`src/rtl/cla_adder_pipe.sv`:
```
// Pipelined carry-look-ahead adder/subtractor. Each stage adds one SLICE-bit slice;
// the slice carry, the not-yet-added operand bits and the finished low sum bits move forward together.

module cla_slice #(
  parameter int SLICE = 8
) (
  input  logic [SLICE-1:0] a,
  input  logic [SLICE-1:0] b,
  input  logic             cin,
  output logic [SLICE-1:0] sum,
  output logic             cout,
  output logic             c_msb
);
  localparam int GROUPS = SLICE / 4;

  logic [SLICE-1:0] g, p;
  logic [SLICE:0]   c;
  logic             gen_t, prop_t;

  assign g = a & b;
  assign p = a ^ b;

  // Each carry inside a 4-bit group is a full look-ahead term on the group carry-in;
  // the group carry-outs then chain from one group to the next.
  always_comb begin
    c      = '0;
    gen_t  = 1'b0;
    prop_t = 1'b0;
    c[0]   = cin;
    for (int grp = 0; grp < GROUPS; grp++) begin
      for (int i = 0; i < 4; i++) begin
        gen_t = 1'b0;
        for (int j = 0; j <= i; j++) begin
          prop_t = g[grp*4+j];
          for (int m = j + 1; m <= i; m++) prop_t = prop_t & p[grp*4+m];
          gen_t = gen_t | prop_t;
        end
        prop_t = c[grp*4];
        for (int m = 0; m <= i; m++) prop_t = prop_t & p[grp*4+m];
        c[grp*4+i+1] = gen_t | prop_t;
      end
    end
  end

  assign sum   = p ^ c[SLICE-1:0];
  assign cout  = c[SLICE];
  assign c_msb = c[SLICE-1];
endmodule

module cla_adder_pipe #(
  parameter int WIDTH = 32,
  parameter int SLICE = 8
) (
  input  logic             clk,
  input  logic             rst_n,
  input  logic             in_valid,
  output logic             in_ready,
  input  logic [WIDTH-1:0] in_a,
  input  logic [WIDTH-1:0] in_b,
  input  logic             in_cin,
  input  logic             in_sub,
  output logic             out_valid,
  input  logic             out_ready,
  output logic [WIDTH-1:0] out_sum,
  output logic             out_cout,
  output logic             out_ovf
);
  localparam int STAGES = WIDTH / SLICE;

  if ((SLICE != 4 && SLICE != 8 && SLICE != 16) || (WIDTH % SLICE) != 0 || WIDTH < SLICE) begin : g_bad_cfg
    $error("cla_adder_pipe: SLICE must be 4/8/16 and WIDTH a positive multiple of SLICE");
  end

  logic                         adv;
  logic [WIDTH-1:0]             b_eff;
  logic                         cin_eff;
  logic [STAGES-1:0]            vld_q, vld_d, c_q, c_d;
  logic [STAGES-1:0][WIDTH-1:0] a_q, a_d, b_q, b_d, sum_q, sum_d;
  logic                         ovf_q, ovf_d;
  logic [STAGES-1:0][SLICE-1:0] sl_a, sl_b, sl_s;
  logic [STAGES-1:0]            sl_ci, sl_co, sl_cm;
  logic                         unused_bits;

  // A single global enable: bubbles shift like data and nothing compacts.
  assign adv      = !vld_q[STAGES-1] || out_ready;
  assign in_ready = adv;
  assign b_eff    = in_sub ? ~in_b : in_b;
  assign cin_eff  = in_sub | in_cin;

  for (genvar k = 0; k < STAGES; k++) begin : g_stage
    if (k == 0) begin : g_first
      assign sl_a[k]  = in_a[SLICE-1:0];
      assign sl_b[k]  = b_eff[SLICE-1:0];
      assign sl_ci[k] = cin_eff;
    end else begin : g_rest
      assign sl_a[k]  = a_q[k-1][k*SLICE +: SLICE];
      assign sl_b[k]  = b_q[k-1][k*SLICE +: SLICE];
      assign sl_ci[k] = c_q[k-1];
    end
    cla_slice #(.SLICE(SLICE)) u_slice (
      .a     (sl_a[k]),
      .b     (sl_b[k]),
      .cin   (sl_ci[k]),
      .sum   (sl_s[k]),
      .cout  (sl_co[k]),
      .c_msb (sl_cm[k])
    );
  end

  always_comb begin
    vld_d = vld_q;
    a_d   = a_q;
    b_d   = b_q;
    sum_d = sum_q;
    c_d   = c_q;
    ovf_d = ovf_q;
    if (adv) begin
      vld_d[0]              = in_valid;
      a_d[0]                = in_a;
      b_d[0]                = b_eff;
      sum_d[0]              = '0;
      sum_d[0][SLICE-1:0]   = sl_s[0];
      c_d[0]                = sl_co[0];
      for (int k = 1; k < STAGES; k++) begin
        vld_d[k]                   = vld_q[k-1];
        a_d[k]                     = a_q[k-1];
        b_d[k]                     = b_q[k-1];
        sum_d[k]                   = sum_q[k-1];
        sum_d[k][k*SLICE +: SLICE] = sl_s[k];
        c_d[k]                     = sl_co[k];
      end
      ovf_d = sl_co[STAGES-1] ^ sl_cm[STAGES-1];
    end
  end

  always_ff @(posedge clk or negedge rst_n) begin
    if (!rst_n) begin
      vld_q <= '0;
      a_q   <= '0;
      b_q   <= '0;
      sum_q <= '0;
      c_q   <= '0;
      ovf_q <= 1'b0;
    end else begin
      vld_q <= vld_d;
      a_q   <= a_d;
      b_q   <= b_d;
      sum_q <= sum_d;
      c_q   <= c_d;
      ovf_q <= ovf_d;
    end
  end

  // The last rank's operand copies and the inner-MSB carries of lower slices have no reader.
  assign unused_bits = ^{a_q[STAGES-1], b_q[STAGES-1], sl_cm};

  assign out_valid = vld_q[STAGES-1];
  assign out_sum   = sum_q[STAGES-1];
  assign out_cout  = c_q[STAGES-1];
  assign out_ovf   = ovf_q;
endmodule

```
`config.mk`:
```
export PLATFORM = sky130hd
export DESIGN_NAME = cla_adder_pipe
export DESIGN_NICKNAME = d
export VERILOG_FILES = /design/src/rtl/cla_adder_pipe.sv
export SDC_FILE = /design/constraint.sdc
export NUM_CORES = 1
export LEC_CHECK = 0
export BUFFER_PORTS_ARGS = -buffer_cell sky130_fd_sc_hd__buf_2
export CAP_MARGIN = 20
export CORE_AREA = 5 5 145 147
export CTS_CLUSTER_SIZE = 16
export DETAILED_ROUTE_END_ITERATION = 10
export DIE_AREA = 0 0 150 152
export GPL_ROUTABILITY_DRIVEN = 0
export GPL_TIMING_DRIVEN = 0
export SLEW_MARGIN = 20
export SYNTH_ARGS = -nofsm -noshare
export SYNTH_HDL_FRONTEND = slang
export SYNTH_SLANG_ARGS = --single-unit
```
`constraint.sdc`:
```
create_clock -name clk -period 2.5 [get_ports clk]
set_input_delay 0.5 -clock clk [delete_from_list [all_inputs] [get_ports clk]]
set_output_delay 0.5 -clock clk [all_outputs]
set_load 0.005 [all_outputs]
```
# --- Yosys cells after proc, flatten, opt, wreduce, memory -nomap -nowiden ---
# Cells that the tools add are included.
op_classes:
  n_mux: 1
  bitwise: 175
  n_reduce_logical: 2
ops:
  columns: ["operator", "count"]
  rows:
  - ["$or 1x1->1", 81]
  - ["$and 1x1->1", 80]
  - ["$xor 8x8->8", 8]
  - ["$and 8x8->8", 4]
  - ["$mux 32", 1]
  - ["$not 32->32", 1]
  - ["$logic_not 1->1", 1]
  - ["$logic_or 1x1->1", 1]
  - ["$xor 1x1->1", 1]
totals:
  ff_bits: 281
  inputBits: 70
  output_inout_bits: 36

# --- Logic depth before layout (Yosys ltp) ---
logic_depth:
  word_depth: 15
  mapped_depth: 12
  depth_no_buf: 10

# --- By module ---
# Synthesis repeated with hierarchy kept, for this count alone.
unflattened:
  hier_cells: 598
  area_unflattened_um2: 9085.0
by_module_without_submodules:
  columns: ["module", "instances", "cells_per_inst", "area_each_um2", "seq_area_each_um2"]
  rows:
  - ["cla_adder_pipe", 1, 462, 7863.8, 4629.4]
  - ["cla_slice", 4, 34, 305.3, 0.0]

# --- Worst setup path after synthesis ---
# Ideal clock, no wire load.
synth_timing:
  kind: "input -> register"
  start: "input in_sub"
  end: "register c_q[0]"
  t_arrival_ns: 2.829
  slack_ns: -0.453
  stages: 12
  path_buffers: 2
  cell_sequence: "buf_2 > buf_2 > xor2_1 > ha_1 > ha_1 > o211ai_1 > nand2_1 > a21o_1 > ha_1 > o211a_1 > o21a_1 > o31a_1"
synth_via:
  elab_chain_len: 14
  elab_cells_between_ends: 32
  cone_classes: "mux (1); bitwise (31)"
synth_rtl:
  columns: ["element", "line_no", "rtl"]
  rows:
  - ["from (decl)", "61", "input logic in_sub,"]
  - ["$mux 32", "87", "assign b_eff = in_sub ? ~in_b : in_b;"]
  - ["$and 8x8->8 / $xor 8x8->8 (equally long branches)", "20, 21", null]
  - ["$and 1x1->1 (3 in series)", "35", "for (int m = j + 1; m <= i; m++) prop_t = prop_t & p[grp*4+m];"]
  - ["$or 1x1->1 (3 in series)", "36", "gen_t = gen_t | prop_t;"]
  - ["$or 1x1->1", "40", "c[grp*4+i+1] = gen_t | prop_t;"]
  - ["$and 1x1->1 (4 in series)", "39", "for (int m = 0; m <= i; m++) prop_t = prop_t & p[grp*4+m];"]
  - ["$or 1x1->1 *", "40", null]
  - ["to (signal assigned)", "142", "c_q <= '0;"]
  - ["to (signal assigned)", "149", "c_q <= c_d;"]
  - ["to (decl)", "77", "logic [STAGES-1:0] vld_q, vld_d, c_q, c_d;"]
# Mark *: on every way between the ends. The rest lies on a longest branch, timed or not.
# A chain may end at the register's enable or synchronous reset.

# --- Worst setup path in the final report ---
layout_timing:
  start: "register b_q[88] (netlist name)"
  end: "register ovf_q (netlist: out_ovf)"
layout_via:
  elab_chain_len: 14
  elab_cells_between_ends: 20
  cone_classes: "bitwise (20)"
layout_rtl:
  columns: ["element", "line_no", "rtl"]
  rows:
  - ["from (decl)", "78", "logic [STAGES-1:0][WIDTH-1:0] a_q, a_d, b_q, b_d, sum_q, sum_d;"]
  - ["from (signal assigned)", "140", "b_q <= '0;"]
  - ["from (signal assigned)", "147", "b_q <= b_d;"]
  - ["$and 8x8->8", "20", "assign g = a & b;"]
  - ["$and 1x1->1 (3 in series)", "35", null]
  - ["$or 1x1->1 (3 in series)", "36", null]
  - ["$or 1x1->1 *", "40", null]
  - ["$and 1x1->1 * (3 in series)", "39", null]
  - ["$and 1x1->1", "39", null]
  - ["$or 1x1->1", "40", null]
  - ["$xor 1x1->1 *", "132", "ovf_d = sl_co[STAGES-1] ^ sl_cm[STAGES-1];"]
  - ["to (signal assigned)", "150", "ovf_q <= ovf_d;"]
  - ["to (decl)", "79", "logic ovf_q, ovf_d;"]
# Marks and branches as above.

==> metrics.yaml <==
timing:
  whs_ns: 0.0464
  hold_violations: 0
  slew_violations: 0
  rsz0062_at_grt: "yes"
  timing.final.setup_violations: 0
  clock.fmax_mhz: 405
  period_share_pct: 98.9
  worst-slew-pin-transition_ns: 0.767
  timing.slew.headroom_pct: 48.9
  worst_clock_skew_ns: 0.00902
  period_minus_slack_ns: 2.47
grt:
  global_route_wire_length_before_repair_um: 32400
  grt_antenna_before_repair: 0
  globalRouteTotalUtil_pct: 18.0
  vias_in_the_first_global_route: 6170
  grt_max_degree: 96
  globalRoute.totalOverflow: 0
critical_path:
  worst-path-max-fanout: 3
  crit_required_ns: 2.87
  critPathLaunchType: "register"
  arrival_ns: 2.84
  r2r-end: "out_ovf$_DFFE_PN0P_"
  regToRegSetupSlack_ns: 0.03
  worst-setup-path-type: "reg2reg"
  worst-r2r-cell-count: 9
  regToRegStartpoint: "b_q[88]$_DFFE_PN0P_"
  cp-end-kind: "register"
drt:
  vias_per_cell: 4.60
  drt_iter0_drc: 417
  detailroute.via_count: 6174
  route.antenna.remaining_nets: 0
  wire_per_inst_um: 14.6
  drt_first_pass_iters: 4
  drt-total-wl_um: 19500
  post-route-drc-count: 0
yosys:
  yosys.area.top_type: "dfrtp_1"
  yosysUniqueCellTypes: 33
  synth-seq-area-share_pct: 53.5
  syn_inst: 926
  ys_warn_count: 0
  average_cell_area_after_synthesis_um2: 9.35
  largest_cells_by_area_after_synthesis: "dfrtp_1 (53%), nand2_1 (18%), ha_1 (5.8%)"
  synth.ff_latch_count: 185
  netlist_area_before_placement_mm2: 0.00866
  synth_top_cell_area_share_pct: 53.5
  postSynthNetCount: 1044
finish:
  antenna-diode-count: 0
  fin_nets: 1176
  layout-drive-gt1-share_pct: 21.4
  area_growth_pct: 18.8
  nFillCells: 1964
  design_area_mm2: 0.0103
worst_hold_path:
  min_delay_path_class: "in2async"
placement:
  dp_hpwl_um: 14300
  placed_area_mm2: 0.00958
  placement.io_buffers: 104
pwr:
  leakagePower_nw: 5.40
  vdd.ir_drop.worst_mv: 0.565
  power_density_mw_per_mm2: 1250
clocking:
  clock-sinks: 185
  clkSlewWorstSetupHoldPaths_ns: 0.07
  insertion_delay_ns: 0.43
  cts_max_path_buffers: 2
  tritoncts_clock_tree: "yes"
  cts.root.buffer_cell: "clkbuf_16"
  cts_inserted_buffers: 17
  maximum_level_of_the_cts_h_tree: 4
die:
  floorplan.initialDensity_pct: 43.8
  core_region_area_mm2: 0.0198
  io_pins: 106
  row_count: 52
  die-width_um: 150
  dieHeight_um: 152
  die_area_mm2: 0.0228
flow_run:
  max_cap_violations: 0
outcome:
  outcome: "completed"
-- critical path, cell delays in order (launching register included) --
cell and delay, ns:
dfrtp_1 0.39, ha_1 0.30, ha_2 0.18, o211ai_1 0.20
nand2_1 0.11, a21o_1 0.21, ha_2 0.18, o211a_1 0.23
or4b_1 0.52, nand3_1 0.09
-- routing by layer --
metal  part of all wire, %  track usage, %  up-vias
li1                      -               -     3185
met1                    51            27.1     2835
met2                    44            26.8      136
met3                   4.6            3.46       18
met4                   1.0            4.62        0
met5                     0               0        -
-- registers in the layout, summed over array words and instances, names as in the netlist --
name and count:
a_q 48, b_q 48, sum_q 48, out_sum 32, c_q 4, vld_q 4
out_ovf 1
-- area by class of cell --
cell class | instances | area [um^2] | area share [%]
multi-input combinational | 648 | 3510 | 34.2
inverter | 16 | 60.1 | 0.584
buffer | 76 | 485 | 4.72
sequential | 185 | 4630 | 45.0
tap | 270 | 338 | 3.28
clock buffer | 17 | 425 | 4.14
timing repair buffer | 114 | 626 | 6.08
clock inverter | 15 | 208 | 2.02
-- cells in the mapped netlist, drive strengths merged --
cell type	number
nor2	15
o211ai	5
xor2	14
inv	16
dfrtp	185
and2	3
buf	71
a211oi	4
or2	1
nor3	12
o31a	4
nand2b	2
a21oi	15
and4b	3
a21o	8
nand3	1
nor3b	1
ha	40
fa	8
clkbuf	6
o211a	4
o21ai	32
nor2b	1
nand2	415
o21a	20
xnor2	26
o31ai	12
nand4	1
or4b	1
-- power breakdown --
| part | internal (mW) | switching (mW) | total (mW) |
|---|---|---|---|
| registers | 4.33 | 0.808 | 5.14 |
| logic | 2.28 | 2.57 | 4.85 |
| clock network | 1.54 | 1.30 | 2.84 |
| total | 8.15 | 4.68 | 12.8 |
-- cell usage in the layout (no fill, tap or decap), types with 2 or more instances in the layout --
master	count
nand2_1	415
dfrtp_1	185
buf_2	134
buf_4	45
ha_1	36
o21ai_0	31
xnor2_1	26
o21a_1	20
clkbuf_16	17
inv_1	15
a21oi_1	15
nor2_1	15
xor2_1	13
nor3_1	12
o31ai_1	11
a21o_1	8
fa_1	7
clkbuf_1	6
o211ai_1	5
inv_8	5
o211a_1	4
o31a_1	4
ha_2	4
and2_1	3
and4b_1	3
a211oi_2	3
clkinv_4	3
clkinv_8	3
buf_8	2
buf_6	2
nand2b_1	2
bufinv_16	2
-- worst max-delay path by stage --
stage	to	depth (start not counted)	slack, ns	start
floorplan	c_q[0]$_DFFE_PN0P_	12	-0.25	in_sub
global placement	out_sum[19]$_DFFE_PN0P_	1	-2.16	rst_n
detailed placement	c_q[0]$_DFFE_PN0P_	12	-0.46	in_sub
CTS	c_q[0]$_DFFE_PN0P_	12	0.007	in_sub
global route	out_ovf$_DFFE_PN0P_	9	-0.10	b_q[88]$_DFFE_PN0P_
finish	out_ovf$_DFFE_PN0P_	9	0.03	b_q[88]$_DFFE_PN0P_
-- cell families after synthesis --
logic type      count (synthesis)  synth area share, %
fa+ha+maj                      48                 7.63
xor+xnor                       40                 4.05
buf+inv                        93                 6.22
flops                         185                 53.5
compound gates                104                 8.01
simple gates                  456                 20.6
-- timing repair --
action                                  in CTS  in global routing
endpoints found under the hold margin        0                  0
endpoints found under the setup margin       3                  8
hold buffers                                 0                  0
gates resized for setup                      2                  4
setup buffers                                2                  7
pin swaps                                    5                 18
-- stage by stage --
stage / utilization, % / instances / power [mW] / TNS [ns] / worst slack, ns
global route: 52.0 / 1341 / 13.9 / -0.196 / -0.102
floorplan: - / 926 / 8.39 / -0.535 / -0.252
detailed placement: 48.5 / 1301 / 9.92 / -1.56 / -0.455
global placement: 48.3 / 1300 / 9.80 / -399.53 / -2.16
finish: 52.0 / 1341 / 12.8 / 0 / 0.0280
CTS: 51.8 / 1335 / 12.8 / 0 / 0.00707
(Power assumes the default switching activity.)
